==> src/rtl/seg_scan_mux.sv <==
// Time-multiplexed scanner for a common-anode multi-digit 7-segment display.
// Each digit slot starts with a blanking gap; the cathode bus is latched once per frame.
module seg_scan_mux #(
    parameter int DIGITS       = 8,
    parameter int DIV_CYCLES   = 100000,
    parameter int BLANK_CYCLES = 1000
) (
    input  logic                  clk,
    input  logic                  rst,
    input  logic [DIGITS*8-1:0]   display,
    input  logic [DIGITS-1:0]     digit_en,
    output logic [DIGITS-1:0]     anode,
    output logic [7:0]            cathode,
    output logic                  frame_tick
);

    localparam int CNT_W = $clog2(DIV_CYCLES);
    localparam int IDX_W = $clog2(DIGITS);
    localparam logic [CNT_W-1:0] CNT_LAST       = CNT_W'(DIV_CYCLES - 1);
    localparam logic [CNT_W-1:0] CNT_BLANK_LAST = CNT_W'(BLANK_CYCLES - 1);
    localparam logic [IDX_W-1:0] IDX_LAST       = IDX_W'(DIGITS - 1);

    typedef enum logic {
        BLANK = 1'b0,
        DRIVE = 1'b1
    } state_e;

    logic [CNT_W-1:0]    cnt_q, cnt_d;
    logic [IDX_W-1:0]    idx_q, idx_d;
    state_e              state_q, state_d;
    logic [DIGITS*8-1:0] shadow_q, shadow_d;
    logic                started_q, started_d;
    logic [DIGITS-1:0]   anode_q, anode_d;
    logic [7:0]          cathode_q, cathode_d;
    logic                tick_q, tick_d;

    // The first edge after reset holds slot 0 / count 0 so that it can take the
    // initial snapshot and raise frame_tick; counting starts on the following edge.
    always_comb begin
        cnt_d     = cnt_q;
        idx_d     = idx_q;
        state_d   = state_q;
        shadow_d  = shadow_q;
        started_d = 1'b1;
        anode_d   = '1;
        cathode_d = 8'hFF;
        tick_d    = 1'b0;

        if (!started_q) begin
            cnt_d   = '0;
            idx_d   = '0;
            state_d = BLANK;
        end else begin
            if (cnt_q == CNT_LAST) begin
                cnt_d = '0;
                idx_d = (idx_q == IDX_LAST) ? '0 : idx_q + 1'b1;
            end else begin
                cnt_d = cnt_q + 1'b1;
            end

            case (state_q)
                BLANK:   if (cnt_q == CNT_BLANK_LAST) state_d = DRIVE;
                DRIVE:   if (cnt_q == CNT_LAST)       state_d = BLANK;
                default: state_d = BLANK;
            endcase
        end

        if (cnt_d == '0 && idx_d == '0) begin
            shadow_d = display;
            tick_d   = 1'b1;
        end

        // Slot 0 always opens in BLANK, so shadow_q is already current whenever a digit is driven.
        if (state_d == DRIVE && digit_en[idx_d]) begin
            anode_d   = ~(DIGITS'(1) << idx_d);
            cathode_d = shadow_q[idx_d*8 +: 8];
        end
    end

    always_ff @(posedge clk or negedge rst) begin
        if (!rst) begin
            cnt_q     <= '0;
            idx_q     <= '0;
            state_q   <= BLANK;
            shadow_q  <= '1;
            started_q <= 1'b0;
            anode_q   <= '1;
            cathode_q <= 8'hFF;
            tick_q    <= 1'b0;
        end else begin
            cnt_q     <= cnt_d;
            idx_q     <= idx_d;
            state_q   <= state_d;
            shadow_q  <= shadow_d;
            started_q <= started_d;
            anode_q   <= anode_d;
            cathode_q <= cathode_d;
            tick_q    <= tick_d;
        end
    end

    assign anode      = anode_q;
    assign cathode    = cathode_q;
    assign frame_tick = tick_q;

endmodule

==> config.mk <==
export PLATFORM = sky130hd
export DESIGN_NAME = seg_scan_mux
export DESIGN_NICKNAME = d
export VERILOG_FILES = /design/src/rtl/seg_scan_mux.sv
export SDC_FILE = /design/constraint.sdc
export NUM_CORES = 1
export LEC_CHECK = 0
export CORE_ASPECT_RATIO = 0.6
export CORE_UTILIZATION = 41
export CTS_CLUSTER_SIZE = 8
export DETAILED_ROUTE_END_ITERATION = 8
export DONT_BUFFER_PORTS = 1
export GPL_TIMING_DRIVEN = 0
export PLACE_DENSITY = 0.61
export SLEW_MARGIN = 20
export SYNTH_ARGS = -nofsm -noshare
export SYNTH_HDL_FRONTEND = slang
export SYNTH_SLANG_ARGS = --single-unit
export TNS_END_PERCENT = 5
==> constraint.sdc <==
create_clock -name clk -period 6.9 [get_ports clk]
set_input_delay 1.38 -clock clk [delete_from_list [all_inputs] [get_ports clk]]
set_output_delay 1.38 -clock clk [all_outputs]
set_load 0.02 [all_outputs]
==> results.py <==
metrics = {
    "global_route": {
        "track_usage_pct": 19.5,
        "grt_pass1_wl_mm": 18.7,
        "antenna_found_initial": 1,
        "grt_pass1_vias": 3363,
        "grt_max_degree": 104,
        "grt_remaining_overflow": 0,
    },
    "clock_tree": {
        "numClockSinks": 103,
        "cts_tree": "yes",
        "ctsHoldBuffers": 0,
        "htreeDepth": 3,
        "cts.repair.resized": 0,
        "clk_pin_slew_worst_paths_ns": 0.07,
        "cts_root_buffer": "clkbuf_16",
        "post-cts-setup-buffer-count": 0,
        "cts_buffers": 9,
        "clk_latency_ns": 0.35,
        "clockBufferDepth": 2,
    },
    "drt": {
        "viasPerCell": 5.57,
        "drtIter0Drc": 174,
        "post_drt_wl_per_cell_um": 20.3,
        "ant_nets": 0,
        "vias": 3227,
        "drt-total-wl_mm": 11.7,
        "route.detailed.drc": 0,
        "dr.pass1.iters": 4,
    },
    "sta": {
        "final_hold_viol_count": 0,
        "tightest_slew_ns": 1.05,
        "hold_ws_ns": 0.560,
        "slew_viol_final": 0,
        "relSlewSlack_pct": 27.9,
        "fmax_mhz": 234,
        "finalSetupTns_ns": 0,
        "rsz0062_at_grt": "false",
        "setup_violations": 0,
        "period_needed_ns": 4.27,
        "finalCritPeriodShare_pct": 61.9,
        "finalClockSkew_ns": 0.00761,
    },
    "setup_path": {
        "cp-start-kind": "flip-flop",
        "path_buf_inv": 2,
        "critical-path-top-delay-family": "simple AND/OR/NAND/NOR gates",
        "cpMostUsedCell": "clkbuf_1",
        "critPathMaxStageDelay_ns": 0.94,
        "cpMaxStageDelayCell": "mux2i_1",
        "endpoint_kind": "flip-flop",
        "crit_path_cell_trace": "ha_1 -> clkbuf_1 -> nand4_1 -> nor4_4 -> mux2i_1 -> clkbuf_1 -> nand2_1 -> nand3_1 -> o22ai_1 -> o21ai_0",
        "reg2reg_to": "cathode[3]",
        "arrival_ns": 4.52,
        "crit_type": "reg -> reg",
        "reg2reg_depth": 10,
        "critPathMaxFanout": 10,
        "r2r_start": "cnt_q[1]",
        "rrSetupSlack_ns": 2.63,
        "required_ns": 7.15,
    },
    "hold_path": {
        "holdCritPathClass": "reg -> reg",
        "hold_path_end": "cathode[5]",
        "min_from": "shadow_q[5]",
        "whs_path_depth": 2,
    },
    "finish": {
        "area_growth_pct": 10.0,
        "nets": 491,
        "final_common_cell": "dfstp_2",
        "seqCellArea_um2": 2680,
        "multi_input_area_um2": 2210,
        "layout_common_cells": "dfstp_2, mux2_4, nand2_1",
        "n_fill_cell": 1052,
        "diodes": 0,
        "drive_above_1_share_pct": 42.7,
    },
    "floorplan": {
        "dieWidth_um": 145,
        "die_h_um": 87.9,
        "start_util_pct": 43.3,
        "dieArea_um2": 12800,
        "fp-row-count": 30,
        "io_pins": 91,
        "core_area_um2": 11600,
    },
    "placement": {
        "globalplace.congestion": 0.844,
        "port_buffers": 0,
        "dp_hpwl_mm": 8.55,
    },
    "yosys": {
        "synth_edf_count": 0,
        "synth.avg_cell_area_um2": 12.5,
        "yosysWarnings": 0,
        "ys.flop_type": "dfstp_2",
        "async_flop_share_pct": 100,
        "synth_seq_cells": 103,
        "ys_types": 49,
        "netlist.area_leader.share_pct": 41.7,
        "yosys.area.top_type": "dfstp_2",
        "syn_inst": 403,
        "syn_nets": 480,
        "ys_seq_area_share_pct": 53.1,
        "syn_area_um2": 5040,
        "ys_top_cells_by_area": "dfstp_2, mux2_4, dfrtp_1",
    },
    "power_and_ir_drop": {
        "switchingPower_mw": 0.314,
        "power.internal_mw": 1.06,
        "power_density_nw_per_um2": 248,
        "swShare_pct": 22.9,
        "combPwrFrac_pct": 9.5,
        "p_seq_share_pct": 52.7,
        "p_leak_nw": 2.16,
        "ir_worst_vdd_mv": 0.120,
        "p_clk_share_pct": 37.8,
    },
    "run_status": {
        "status": "complete, no violations",
    },
    "flow_run": {
        "maxCapViolCount": 0,
    },
}
layout make-up:
cell class | instances | share of cell area (%)
plain buffers | 24 | 2.46
clock buffers | 9 | 4.06
clock inverters | 7 | 1.40
inverters | 6 | 0.406
multi-input cells | 270 | 39.8
flip-flops and latches | 103 | 48.2
well taps | 160 | 3.61
layer usage:
layer | share of wire, % | GRT usage, % | up-vias
met4 | 0.68 | 4.88 | 2
li1 | - | - | 1461
met3 | 7.0 | 5.63 | 12
met2 | 43 | 29.2 | 98
met1 | 49 | 27.7 | 1654
met5 | 0.085 | 0 | -
worst reg2reg max path: stages (launching register included):
cell	delay [ns]
dfrtp_1	0.47
ha_1	0.19
clkbuf_1	0.37
nand4_1	0.32
nor4_4	0.70
mux2i_1	0.94
clkbuf_1	0.56
nand2_1	0.12
nand3_1	0.17
o22ai_1	0.10
o21ai_0	0.25
sequential cells by signal, indices dropped and copies added, names as in the netlist:
signal and flops:
anode 8, cathode 8, cnt_q 17, frame_tick 1
idx_q 3, shadow_q 64, started_q 1, state_q 1
synth_stat cells, types with 2 or more instances:
| cell type | n |
|---|---|
| mux2_2 | 16 |
| nand3_1 | 18 |
| a21boi_0 | 9 |
| nor2b_1 | 4 |
| mux2_4 | 49 |
| inv_1 | 6 |
| xnor2_1 | 15 |
| or2_2 | 3 |
| and2_1 | 3 |
| nor3_1 | 4 |
| dfstp_2 | 80 |
| buf_6 | 5 |
| nand4_1 | 5 |
| nor4_1 | 5 |
| buf_4 | 2 |
| nor2_1 | 24 |
| a22oi_1 | 16 |
| xor2_1 | 4 |
| o211ai_1 | 2 |
| clkbuf_1 | 15 |
| mux2i_1 | 9 |
| nor4_2 | 2 |
| nand2_1 | 30 |
| a31oi_1 | 2 |
| o21ai_0 | 11 |
| a21oi_1 | 8 |
| ha_1 | 3 |
| o22ai_1 | 8 |
| dfrtp_1 | 23 |
| nand2b_1 | 3 |
kinds of logic after synthesis:
kind of cell               after synthesis  share of synthesized area [%]
DFF                                    103                           53.1
muxes                                   74                           19.9
buffers and inverters                   30                           3.15
adders and majority gates                3                          0.744
xor gates and xnor gates                19                           3.30
AOI/OAI and AO/OA                       61                           7.94
other                                    1                         0.0744
and+or+nand+nor                        112                           11.8
power groups by stage:
stage	logic, mW	registers [mW]	clock network (mW)
after floorplan	0.114	0.721	0
after detailed placement	0.131	0.733	0
after CTS	0.131	0.724	0.531
after global placement	0.127	0.730	0
after global routing	0.140	0.731	0.554
final	0.130	0.725	0.520
per-stage QoR:
stage	area (µm²)	total power [mW]	cells	util [%]	setup WS [ns]
finish	5550	1.38	579	47.7	2.63
global route	5550	1.42	579	47.7	2.36
CTS	5550	1.39	579	47.7	2.68
detailed placement	5240	0.864	563	45.1	2.68
global placement	5240	0.857	563	45.1	2.77
floorplan	5040	0.836	403	-	3.84
worst max-delay path by stage:
stage                      end  cells after the start     start  slack [ns]
floorplan           cathode[0]                     10  cnt_q[1]        3.84
global placement    cathode[6]                     10  cnt_q[1]        2.77
detailed placement  cathode[6]                     10  cnt_q[1]        2.68
CTS                 cathode[6]                     10  cnt_q[1]        2.68
global route        cathode[3]                     10  cnt_q[1]        2.36
finish              cathode[3]                     10  cnt_q[1]        2.63
No activity file was read; power rests on OpenSTA's default activity.
